## config.mk

```make
export PLATFORM = sky130hd
export DESIGN_NAME = clock_display_formatter
export DESIGN_NICKNAME = d
export VERILOG_FILES = /design/src/rtl/clock_disp_pkg.sv /design/src/rtl/serial_bin2bcd.sv /design/src/rtl/clock_display_formatter.sv
export SDC_FILE = /design/constraint.sdc
export NUM_CORES = 1
export LEC_CHECK = 0
export ABC_AREA = 0
export ABC_CLOCK_PERIOD_IN_PS = 2800
export BUFFER_PORTS_ARGS = -buffer_cell sky130_fd_sc_hd__buf_2
export CELL_PAD_IN_SITES_DETAIL_PLACEMENT = 0
export CELL_PAD_IN_SITES_GLOBAL_PLACEMENT = 1
export CORE_MARGIN = 5
export CORE_UTILIZATION = 44
export DETAILED_ROUTE_END_ITERATION = 8
export PLACE_DENSITY = 0.77
export SKIP_CTS_REPAIR_TIMING = 1
export SYNTH_ARGS = -nofsm -noshare
export SYNTH_HDL_FRONTEND = slang
export SYNTH_HIERARCHICAL = 1
export SYNTH_SLANG_ARGS = --single-unit
```

## constraint.sdc

```tcl
create_clock -name clk -period 2.8 [get_ports clk]
set_input_delay 0.56 -clock clk [delete_from_list [all_inputs] [get_ports clk]]
set_output_delay 0.56 -clock clk [all_outputs]
set_load 0.05 [all_outputs]
```

## src/rtl/clock_disp_pkg.sv

```systemverilog
// Shared definitions for the clock display formatter.
//   - digit codes understood by the scan driver
//   - display mode, edit field and FSM state enums
//   - snapshot struct holding one set of broken-down UTC fields
//   - range limits and small digit-forming helpers
package clock_disp_pkg;

    localparam logic [3:0] DIG_DASH  = 4'd10;
    localparam logic [3:0] DIG_BLANK = 4'd15;

    // Binary input width and BCD output width of the shared converter.
    localparam int BIN_W = 14;
    localparam int BCD_W = 20;

    localparam logic [3:0] MONTH_MAX  = 4'd12;
    localparam logic [4:0] DAY_MAX    = 5'd31;
    localparam logic [4:0] HOUR_MAX   = 5'd23;
    localparam logic [5:0] MINUTE_MAX = 6'd59;
    localparam logic [5:0] SECOND_MAX = 6'd59;
    localparam logic [2:0] WDAY_MAX   = 3'd6;

    // Decimal-point masks (active low), bit i belongs to digit i.
    localparam logic [7:0] DP_DATE = 8'b1110_1011;
    localparam logic [7:0] DP_WDAY = 8'b1111_1011;
    localparam logic [7:0] DP_NONE = 8'b1111_1111;

    typedef enum logic [1:0] {
        MODE_DATE  = 2'd0,
        MODE_TIME  = 2'd1,
        MODE_WDAY  = 2'd2,
        MODE_BLANK = 2'd3
    } mode_e;

    // Also used as the conversion sequence index (year..second).
    typedef enum logic [2:0] {
        EF_NONE   = 3'd0,
        EF_YEAR   = 3'd1,
        EF_MONTH  = 3'd2,
        EF_DAY    = 3'd3,
        EF_HOUR   = 3'd4,
        EF_MINUTE = 3'd5,
        EF_SECOND = 3'd6
    } field_e;

    typedef enum logic [1:0] {
        ST_IDLE  = 2'd0,
        ST_LOAD  = 2'd1,
        ST_SHIFT = 2'd2,
        ST_PACK  = 2'd3
    } state_e;

    typedef struct packed {
        logic [BIN_W-1:0] year;
        logic [3:0]       month;
        logic [4:0]       day;
        logic [2:0]       weekday;
        logic [4:0]       hour;
        logic [5:0]       minute;
        logic [5:0]       second;
    } fields_t;

    function automatic field_e next_field(input field_e f);
        case (f)
            EF_YEAR:   next_field = EF_MONTH;
            EF_MONTH:  next_field = EF_DAY;
            EF_DAY:    next_field = EF_HOUR;
            EF_HOUR:   next_field = EF_MINUTE;
            default:   next_field = EF_SECOND;
        endcase
    endfunction

    // Two display digits for a field: blank wins over dash, dash over value.
    function automatic logic [7:0] two_digits(input logic [7:0] bcd,
                                              input logic       ok,
                                              input logic       blank);
        two_digits = bcd;
        if (!ok)
            two_digits = {DIG_DASH, DIG_DASH};
        if (blank)
            two_digits = {DIG_BLANK, DIG_BLANK};
    endfunction

    function automatic logic [15:0] four_digits(input logic [15:0] bcd,
                                                input logic        ok,
                                                input logic        blank);
        four_digits = bcd;
        if (!ok)
            four_digits = {4{DIG_DASH}};
        if (blank)
            four_digits = {4{DIG_BLANK}};
    endfunction

endpackage

```

## src/rtl/serial_bin2bcd.sv

```systemverilog
// Iterative double-dabble binary-to-BCD converter.
//   clk, rst_n : clock, asynchronous active-low reset
//   start      : load bin/width and begin converting
//   bin        : binary value, only the low `width` bits are significant
//   width      : number of significant bits (1..14), one cycle per bit
//   done       : one-cycle pulse the cycle after the last shift
//   bcd        : 5-digit BCD result, stable from done until the next start
module serial_bin2bcd
    import clock_disp_pkg::*;
(
    input  logic             clk,
    input  logic             rst_n,
    input  logic             start,
    input  logic [BIN_W-1:0] bin,
    input  logic [3:0]       width,
    output logic             done,
    output logic [BCD_W-1:0] bcd
);

    logic [BCD_W-1:0] bcd_q, bcd_d;
    logic [BIN_W-1:0] bin_q, bin_d;
    logic [3:0]       cnt_q, cnt_d;
    logic             done_q, done_d;
    logic [BCD_W-1:0] adj;
    logic [3:0]       shamt;

    always_comb begin
        // Add 3 to each nibble >= 5 so it carries correctly after the shift.
        adj = bcd_q;
        for (int i = 0; i < BCD_W / 4; i++) begin
            if (bcd_q[4*i +: 4] >= 4'd5)
                adj[4*i +: 4] = bcd_q[4*i +: 4] + 4'd3;
        end
    end

    always_comb begin
        bcd_d  = bcd_q;
        bin_d  = bin_q;
        cnt_d  = cnt_q;
        done_d = 1'b0;
        shamt  = 4'(BIN_W) - width;
        if (start) begin
            // Left-align the significant bits so the MSB shifts out first.
            bcd_d = '0;
            bin_d = bin << shamt;
            cnt_d = width;
        end else if (cnt_q != 4'd0) begin
            {bcd_d, bin_d} = {adj, bin_q} << 1;
            cnt_d  = cnt_q - 4'd1;
            done_d = (cnt_q == 4'd1);
        end
    end

    always_ff @(posedge clk or negedge rst_n) begin
        if (!rst_n) begin
            bcd_q  <= '0;
            bin_q  <= '0;
            cnt_q  <= '0;
            done_q <= 1'b0;
        end else begin
            bcd_q  <= bcd_d;
            bin_q  <= bin_d;
            cnt_q  <= cnt_d;
            done_q <= done_d;
        end
    end

    assign done = done_q;
    assign bcd  = bcd_q;

endmodule

```

## src/rtl/clock_display_formatter.sv

```systemverilog
// Clock display formatter: snapshots UTC fields, converts each one to BCD on
// a shared serial double-dabble engine, range-checks them and packs a
// mode-selected digit / decimal-point word with edit-field blinking.
//   fields_valid + year..second : field snapshot strobe and field values
//   mode, edit_field, blink_tick: layout select, edited field, blink toggle
//   busy                        : conversion in progress (or pending)
//   seg_valid                   : one-cycle pulse when eight_segment updates
//   eight_segment               : {digit codes (digit N-1 at MSBs), dp mask}
module clock_display_formatter
    import clock_disp_pkg::*;
#(
    parameter int N_DIGITS = 8,
    parameter int YEAR_W   = 14
)
(
    input  logic                  clk,
    input  logic                  rst_n,
    input  logic                  fields_valid,
    input  logic [YEAR_W-1:0]     year,
    input  logic [3:0]            month,
    input  logic [4:0]            day,
    input  logic [2:0]            weekday,
    input  logic [4:0]            hour,
    input  logic [5:0]            minute,
    input  logic [5:0]            second,
    input  logic [1:0]            mode,
    input  logic [2:0]            edit_field,
    input  logic                  blink_tick,
    output logic                  busy,
    output logic                  seg_valid,
    output logic [5*N_DIGITS-1:0] eight_segment
);

    localparam int SEG_W = 5 * N_DIGITS;

    state_e            state_q, state_d;
    field_e            fld_q, fld_d;          // field the FSM is working on
    field_e            res_fld_q, res_fld_d;  // field currently inside the engine
    logic [3:0]        cnt_q, cnt_d;
    fields_t           snap_q, snap_d;
    fields_t           pend_q, pend_d;
    logic              pend_flag_q, pend_flag_d;
    logic              busy_q, busy_d;
    logic              blink_phase_q, blink_phase_d;
    mode_e             mode_q, mode_d;
    field_e            edit_q, edit_d;
    logic [BCD_W-1:0]  held_year_q, held_year_d;
    logic [7:0]        held_month_q, held_month_d;
    logic [7:0]        held_day_q, held_day_d;
    logic [7:0]        held_hour_q, held_hour_d;
    logic [7:0]        held_minute_q, held_minute_d;
    logic [7:0]        held_second_q, held_second_d;
    logic [SEG_W-1:0]  seg_q, seg_d;
    logic              seg_valid_q, seg_valid_d;

    fields_t           in_f;
    logic              repack;
    logic              eng_start;
    logic              eng_done;
    logic [BIN_W-1:0]  eng_bin;
    logic [3:0]        eng_width;
    logic [BCD_W-1:0]  eng_bcd;
    logic [SEG_W-1:0]  pack_word;

    always_comb begin
        in_f         = '0;
        in_f.year    = BIN_W'(year);
        in_f.month   = month;
        in_f.day     = day;
        in_f.weekday = weekday;
        in_f.hour    = hour;
        in_f.minute  = minute;
        in_f.second  = second;
    end

    // ------------------------------------------------------------------
    // Shared converter
    // ------------------------------------------------------------------
    always_comb begin
        eng_bin   = '0;
        eng_width = 4'd0;
        case (fld_q)
            EF_YEAR:   begin eng_bin = snap_q.year;          eng_width = 4'(YEAR_W); end
            EF_MONTH:  begin eng_bin = BIN_W'(snap_q.month);  eng_width = 4'd4; end
            EF_DAY:    begin eng_bin = BIN_W'(snap_q.day);    eng_width = 4'd5; end
            EF_HOUR:   begin eng_bin = BIN_W'(snap_q.hour);   eng_width = 4'd5; end
            EF_MINUTE: begin eng_bin = BIN_W'(snap_q.minute); eng_width = 4'd6; end
            EF_SECOND: begin eng_bin = BIN_W'(snap_q.second); eng_width = 4'd6; end
            default:   ;
        endcase
    end

    serial_bin2bcd u_bin2bcd (
        .clk   (clk),
        .rst_n (rst_n),
        .start (eng_start),
        .bin   (eng_bin),
        .width (eng_width),
        .done  (eng_done),
        .bcd   (eng_bcd)
    );

    // The engine finishes one cycle after the last SHIFT, i.e. during the
    // next field's LOAD or during PACK; res_fld_q still names the finished
    // field then. PACK reads the _d values so the last field is included.
    always_comb begin
        held_year_d   = held_year_q;
        held_month_d  = held_month_q;
        held_day_d    = held_day_q;
        held_hour_d   = held_hour_q;
        held_minute_d = held_minute_q;
        held_second_d = held_second_q;
        if (eng_done) begin
            case (res_fld_q)
                EF_YEAR:   held_year_d   = eng_bcd;
                EF_MONTH:  held_month_d  = eng_bcd[7:0];
                EF_DAY:    held_day_d    = eng_bcd[7:0];
                EF_HOUR:   held_hour_d   = eng_bcd[7:0];
                EF_MINUTE: held_minute_d = eng_bcd[7:0];
                EF_SECOND: held_second_d = eng_bcd[7:0];
                default:   ;
            endcase
        end
    end

    // ------------------------------------------------------------------
    // Packing
    // ------------------------------------------------------------------
    logic [15:0]      yr_dig;
    logic [7:0]       mo_dig, dy_dig, hr_dig, mi_dig, se_dig;
    logic [3:0]       wd_dig;
    logic [31:0]      dig_word;
    logic [7:0]       dp_word;
    logic [4*N_DIGITS-1:0] all_dig;
    logic [N_DIGITS-1:0]   all_dp;

    always_comb begin
        // The year is in range exactly when its fifth BCD digit is zero.
        yr_dig = four_digits(held_year_d[15:0], held_year_d[19:16] == 4'd0,
                             blink_phase_q && (edit_q == EF_YEAR));
        mo_dig = two_digits(held_month_d,
                            (snap_q.month != 4'd0) && (snap_q.month <= MONTH_MAX),
                            blink_phase_q && (edit_q == EF_MONTH));
        dy_dig = two_digits(held_day_d,
                            (snap_q.day != 5'd0) && (snap_q.day <= DAY_MAX),
                            blink_phase_q && (edit_q == EF_DAY));
        hr_dig = two_digits(held_hour_d, snap_q.hour <= HOUR_MAX,
                            blink_phase_q && (edit_q == EF_HOUR));
        mi_dig = two_digits(held_minute_d, snap_q.minute <= MINUTE_MAX,
                            blink_phase_q && (edit_q == EF_MINUTE));
        se_dig = two_digits(held_second_d, snap_q.second <= SECOND_MAX,
                            blink_phase_q && (edit_q == EF_SECOND));
        wd_dig = (snap_q.weekday <= WDAY_MAX) ? {1'b0, snap_q.weekday} : DIG_DASH;

        case (mode_q)
            MODE_DATE: begin
                dig_word = {yr_dig, mo_dig, dy_dig};
                dp_word  = DP_DATE;
            end
            MODE_TIME: begin
                dig_word = {hr_dig, DIG_DASH, mi_dig, DIG_DASH, se_dig};
                dp_word  = DP_NONE;
            end
            MODE_WDAY: begin
                dig_word = {DIG_BLANK, wd_dig, DIG_DASH, DIG_BLANK, hr_dig, mi_dig};
                dp_word  = DP_WDAY;
            end
            default: begin
                dig_word = {8{DIG_BLANK}};
                dp_word  = DP_NONE;
            end
        endcase

        // Digits above 7 stay blank (code 15 is all ones) with no dot.
        all_dig       = '1;
        all_dig[31:0] = dig_word;
        all_dp        = '1;
        all_dp[7:0]   = dp_word;
        pack_word     = {all_dig, all_dp};
    end

    // ------------------------------------------------------------------
    // Control FSM
    // ------------------------------------------------------------------
    always_comb begin
        blink_phase_d = blink_phase_q ^ blink_tick;
        mode_d        = mode_e'(mode);
        edit_d        = field_e'(edit_field);
        repack        = (mode_e'(mode) != mode_q) ||
                        (field_e'(edit_field) != edit_q) || blink_tick;
    end

    always_comb begin
        state_d     = state_q;
        fld_d       = fld_q;
        res_fld_d   = res_fld_q;
        cnt_d       = cnt_q;
        snap_d      = snap_q;
        pend_d      = pend_q;
        pend_flag_d = pend_flag_q;
        busy_d      = busy_q;
        seg_d       = seg_q;
        seg_valid_d = 1'b0;
        eng_start   = 1'b0;

        case (state_q)
            ST_IDLE: begin
                if (fields_valid) begin
                    snap_d  = in_f;
                    busy_d  = 1'b1;
                    fld_d   = EF_YEAR;
                    state_d = ST_LOAD;
                end else if (repack) begin
                    state_d = ST_PACK;
                end
            end
            ST_LOAD: begin
                eng_start = 1'b1;
                res_fld_d = fld_q;
                cnt_d     = eng_width;
                state_d   = ST_SHIFT;
            end
            ST_SHIFT: begin
                cnt_d = cnt_q - 4'd1;
                if (cnt_q == 4'd1) begin
                    if (fld_q == EF_SECOND) begin
                        state_d = ST_PACK;
                    end else begin
                        fld_d   = next_field(fld_q);
                        state_d = ST_LOAD;
                    end
                end
            end
            ST_PACK: begin
                seg_d       = pack_word;
                seg_valid_d = 1'b1;
                if (fields_valid) begin
                    // A strobe landing on PACK is newer than anything pending.
                    snap_d      = in_f;
                    pend_flag_d = 1'b0;
                    busy_d      = 1'b1;
                    fld_d       = EF_YEAR;
                    state_d     = ST_LOAD;
                end else if (pend_flag_q) begin
                    snap_d      = pend_q;
                    pend_flag_d = 1'b0;
                    busy_d      = 1'b1;
                    fld_d       = EF_YEAR;
                    state_d     = ST_LOAD;
                end else begin
                    busy_d  = 1'b0;
                    state_d = ST_IDLE;
                end
            end
            default: state_d = ST_IDLE;
        endcase

        if (((state_q == ST_LOAD) || (state_q == ST_SHIFT)) && fields_valid) begin
            pend_d      = in_f;
            pend_flag_d = 1'b1;
        end
    end

    always_ff @(posedge clk or negedge rst_n) begin
        if (!rst_n) begin
            state_q       <= ST_IDLE;
            fld_q         <= EF_NONE;
            res_fld_q     <= EF_NONE;
            cnt_q         <= '0;
            snap_q        <= '0;
            pend_q        <= '0;
            pend_flag_q   <= 1'b0;
            busy_q        <= 1'b0;
            blink_phase_q <= 1'b0;
            mode_q        <= MODE_DATE;
            edit_q        <= EF_NONE;
            held_year_q   <= '0;
            held_month_q  <= '0;
            held_day_q    <= '0;
            held_hour_q   <= '0;
            held_minute_q <= '0;
            held_second_q <= '0;
            seg_q         <= '0;
            seg_valid_q   <= 1'b0;
        end else begin
            state_q       <= state_d;
            fld_q         <= fld_d;
            res_fld_q     <= res_fld_d;
            cnt_q         <= cnt_d;
            snap_q        <= snap_d;
            pend_q        <= pend_d;
            pend_flag_q   <= pend_flag_d;
            busy_q        <= busy_d;
            blink_phase_q <= blink_phase_d;
            mode_q        <= mode_d;
            edit_q        <= edit_d;
            held_year_q   <= held_year_d;
            held_month_q  <= held_month_d;
            held_day_q    <= held_day_d;
            held_hour_q   <= held_hour_d;
            held_minute_q <= held_minute_d;
            held_second_q <= held_second_d;
            seg_q         <= seg_d;
            seg_valid_q   <= seg_valid_d;
        end
    end

    assign busy          = busy_q;
    assign seg_valid     = seg_valid_q;
    assign eight_segment = seg_q;

endmodule

```

**Word level (Yosys, flattened, before mapping)**

Index checks and enable logic that the tools add are counted.

- Latch bits: 0
- Output and inout port bits: 42
- Word-level logic and storage cells: 186
- Bits in registers: 246
- Bits in read-only memories: 0
- RAM bits: 0
- Memories kept: 0

- $add $sub $neg: 8
- Reductions and logical operators: 29
- Magnitude comparators: 11
- Shifts and indexed selects: 1
- Div/mod/pow operators: 0
- Eq/ne operators: 32
- Multiplexer cells: 69
- $mul: 0
- Bitwise logic cells: 1

Operator list:

| operator | count |
|---|---|
| 2-to-1 mux 8 bit | 20 |
| 2-to-1 mux 43 bit | 3 |
| one-hot mux 32 bit (3 select lines) | 1 |
| one-hot mux 43 bit (2 select lines) | 1 |
| one-hot mux 14 bit (6 select lines) | 1 |
| 2-to-1 mux 20 bit | 4 |
| 2-to-1 mux 16 bit | 2 |
| 2-to-1 mux 14 bit | 2 |
| 2-to-1 mux 4 bit | 7 |
| == test 3 bit (second input constant) | 9 |
| greater-or-equal comparator 4 x 3 -> 1 bit (second input constant) | 5 |
| == test 3 x 2 -> 1 bit (second input constant) | 6 |
| 2-to-1 mux 3 bit | 6 |
| adder 4 x 2 -> 4 bit (second input constant) | 4 |
| one-hot mux 4 bit (4 select lines) | 1 |
| left shift 14 x 4 -> 14 bit | 1 |
| <= comparator 6 bit (second input constant) | 2 |
| one-hot mux 3 bit (4 select lines) | 1 |
| 2-to-1 mux 1 bit | 11 |
| <= comparator 5 bit (second input constant) | 2 |
| one-hot mux 5 bit (2 select lines) | 1 |
| == test 3 x 1 -> 1 bit (second input constant) | 3 |
| logical AND 1 bit | 9 |
| one-hot mux 3 bit (3 select lines) | 1 |
| 28 further kinds | 48 |

**Longest topological paths before layout**

- Word-level depth: 7
- Gate-level depth with buffers: 12
- Depth with buffers taken out: 9

**Cells and area by module**

Netlist, hierarchy kept.

By module, submodules not included:

| module | cells an instance | sequential area each (sq um) | instances | area an instance (sq um) |
|---|---|---|---|---|
| clock_display_formatter | 835 | 5,054.8 | 1 | 9,554.2 |
| serial_bin2bcd | 248 | 975.9 | 1 | 2,628.8 |

**Least setup slack after synthesis**

Ideal clock, no wire load.

- Kind: register to register
- From: reg fld_q[2]
- To: reg u_bin2bcd.bin_q[11]
- Cell stages (with the launch flop): 12
- Path buffers: 4
- Setup time: 131 ps
- Period minus slack after synthesis: 2,553 ps
- Slack: 247 ps
- Arrival: 2,423 ps
- Path through: dfrtp_1 -> clkbuf_1 -> nor2b_1 -> buf_2 -> mux2_2 -> ha_1 -> buf_2 -> buf_2 -> mux4_1 -> mux2_4 -> nand3_2 -> nand3_1

- Longest elaborated chain between the ends: 6
- Elaborated cells on any way between the ends: 13

RTL lines:

| what | RTL line | RTL |
|---|---|---|
| from (decl) | clock_display_formatter.sv:37 | `field_e fld_q, fld_d;` |
| from (signal assigned) | clock_display_formatter.sv:287 | `fld_q <= fld_d;` |
| == test 3 bit / == test 3 x 2 -> 1 bit (equally long branches) | clock_display_formatter.sv:82 | `case (fld_q)` |
| OR reduction 2 bit (no line) | n/a |  |
| one-hot mux 4 bit (4 select lines) (*) | clock_display_formatter.sv:82 |  |
| named net eng_width[0] | clock_display_formatter.sv:61 | `logic [3:0] eng_width;` |
| subtractor 4 bit (*) | serial_bin2bcd.sv:41 | `shamt = 4'(BIN_W) - width;` |
| left shift 14 x 4 -> 14 bit (*) | serial_bin2bcd.sv:45 | `bin_d = bin << shamt;` |
| 2-to-1 mux 14 bit (*) | serial_bin2bcd.sv:42 | `if (start) begin` |
| to (signal assigned) | serial_bin2bcd.sv:62 | `bin_q <= bin_d;` |
| to (decl) | serial_bin2bcd.sv:21 | `logic [BIN_W-1:0] bin_q, bin_d;` |

Mark *: on every way through the listed nets, which the timed path passes. The rest lies on a longest branch.
A chain may end at the register's enable or synchronous reset.

**Worst setup path after layout**

Same ends and word-level chain as after synthesis.

==> impl_results.md <==
* Endpoints failing setup at 0
* Clk slew on worst S/H paths at 0.06 ns
* First-pass GRT wire length at 46.3 mm
* Highest Signal Layer: met4
* Clock Skews at 0.0183 ns
* Initial Util at 0.442
* Number of diodes at 0
* Share of the yosys chip area belonging to registers at 0.495
* Port buffer count at 93
* CTS tree: built
* Yosys top cell by area: dfrtp_1
* Max-cap violations at 0
* H-tree depth at 1
* Die width at 176 um
* Worst Tran Pin Value at 0.835 ns
* Vias at 8428
* Post-Route M1 WL at 12.8 mm
* Top_reg_cell synth: dfrtp_1
* Routed wl met2 at 13.5 mm
* Synth Register Bits at 241
* CP endpoint kind: register
* WHS Path Cells at 1
* WHS at 0.163 ns
* Top post-synthesis cells by area: dfrtp_1 50%, mux2_2 9.3%, mux2i_1 5.6%
* Drt total wl at 28.1 mm
* Slew margin rel. at 0.443
* Layout net count at 1234
* Tot Pwr at 8.47 mW
* Worst-path fanout max at 15
* Critical path class: reg -> reg
* Initial antenna violation count at 0
* Critical path data required time at 3.25 ns
* Tcrit/Tclk final at 0.933
* TNS Setup at 0 ns
* FP Rows at 61
* Fin util at 0.508
* RSZ-0062 raised after global routing: false
* Final Hold Fails at 0
* Post-synth EDFFs at 0
* Synth-to-layout area growth at 14.9%
* Avg Cell Area, Syn at 11.2 um^2
* Worst path arrival time at 3.07 ns
* Die Y at 176 um
* Pre-antenna DRT Iters at 4
* Static Leak at 6.89 nW
* Outcome: completed
* Reg area at 0.00603 mm^2
* Top-area cell type share of the netlist area at 0.495
* DR DRC count at 0
* Asr flop ratio synth at 1.00
* Finished Cell Area at 0.0140 mm^2
* Area occupied by multi-input gates at 0.00566 mm^2
* Final max-slew violation count at 0
* Largest net degree at the start of global routing at 87
* Post-DP Area at 0.0130 mm^2
* Placed insts at 1506
* Initial drt markers at 607
* Hpwl dp at 19.7 mm
* Gate Count Post-Synth at 1083
* Synth unique cells at 79
* GRT Util Overall at 0.181
* Ys Warns at 6
* Commonest cells post-synth: 241 x dfrtp_1, 101 x mux2_2, 91 x o21ai_0, 89 x nand2_1, 68 x mux2i_1
* Root Driver: clkbuf_16
* Net count after synthesis at 1159
* Core Area at 0.0276 mm^2
* CP startpoint kind: register
* FF-to-FF path depth at 7
* Clk_lat worst skew at 0.53 ns
* Max frequency at 383 MHz
* Hold Crit Class: in -> reg
* Sink Count at 241
* Met3 WL at 1.08 mm
* Congestion Overflow GR at 0
* Share of cells above drive strength 1 at 0.255
* PD cells at 605 mW/mm^2
* Tmin final at 2.61 ns
* WL/cell at 18.1 um
* Die area at 0.0311 mm^2
* CTS buffer count at 27
* Setup slack after layout at 0.188 ns
* Mapped Area at 0.0122 mm^2
* Routed Antenna Nets at 0
* Place WS at 0.0875 ns
* GPL Wtd Cong at 0.854
* Worst VDD drop at 0.536 mV
* Vias per std cell at 5.42
* Final Non-Filler Cells at 1556
* Number of I/O pins at 94
* Max Buffers Root-to-Sink at 3
* Vias in the first global route at 8646
* Filler cells at 2462
* Most frequent cell after synthesis: dfrtp_1
==> layer usage <==
layer  track usage  up-vias
li1              -     4056
met1         0.254     4164
met2         0.299      165
met3        0.0236       43
met4        0.0500        0
met5             0        -
==> cell type report <==
type | instances | area share
Clock buffer | 37 | 0.0545
Clock inverter | 12 | 0.0135
Inverter | 39 | 0.0105
Multi-Input combinational cell | 730 | 0.404
Sequential cell | 241 | 0.431
Tap cell | 378 | 0.0338
Timing Repair Buffer | 119 | 0.0526
==> kinds of logic after synthesis <==
| kind of cell | synth area share |
|---|---|
| compound gates | 0.133 |
| xor+xnor | 0.0156 |
| fa+ha+maj | 0.0246 |
| buf+inv | 0.0424 |
| flops | 0.495 |
| mux | 0.180 |
| simple gates | 0.109 |
==> placed cells by master (no fill, tap or decap), types with 17 or more instances in the layout <==
master / n
mux2i_1: 68
a31oi_1: 17
buf_4: 20
a21oi_1: 44
nand2b_1: 33
inv_1: 39
dfrtp_1: 241
mux2_2: 101
buf_2: 92
clkbuf_16: 27
nor2_1: 53
a22oi_1: 21
o21ai_0: 91
ha_1: 23
nand2_1: 88
==> registers in the layout, summed over array words and instances, names as in the netlist, 4 cells and up <==
| signal | count |
|---|---|
| held_month_q | 8 |
| held_minute_q | 8 |
| cnt_q | 4 |
| held_second_q | 8 |
| u_bin2bcd/cnt_q | 4 |
| held_day_q | 8 |
| held_year_q | 20 |
| snap_q | 43 |
| held_hour_q | 8 |
| pend_q | 43 |
| u_bin2bcd/bcd | 20 |
| eight_segment | 35 |
| u_bin2bcd/bin_q | 14 |
==> critical path, cell delays in order, from the launching register on <==
cell	delay (ns)
dfrtp_1	0.43
nor2b_2	0.24
mux2_2	0.29
ha_1	0.61
mux2i_1	0.16
mux2_2	0.33
or4_1	0.40
nand3_1	0.09
==> where the power goes <==
group	internal, mW	switching [mW]	total (mW)	leakage [nW]
Sequential	3.69	0.160	3.85	3.00
Combinational	0.320	0.540	0.860	3.42
Clock	2.36	1.40	3.76	0.473
Total	6.37	2.10	8.47	6.89
==> path summary, 6_finish.rpt <==
check / startpoint / endpoint / slack, ns
worst max-delay path: fld_q[2]$_DFFE_PN0P_ / u_bin2bcd/bin_q[11]$_DFFE_PN0P_ / 0.19
worst min-delay path: edit_field[0] / edit_q[0]$_DFF_PN0_ / 0.16
worst max register to register: fld_q[2]$_DFFE_PN0P_ / u_bin2bcd/bin_q[11]$_DFFE_PN0P_ / 0.19
worst min register to register: snap_q[29]$_DFFE_PN0P_ / snap_q[29]$_DFFE_PN0P_ / 0.48
max in group asynchronous: rst_n / pend_q[10]$_DFFE_PN0P_ / 1.68
min in group asynchronous: rst_n / held_year_q[13]$_DFF_PN0_ / 0.45
Note: power is estimated with default switching activity, not from simulation.
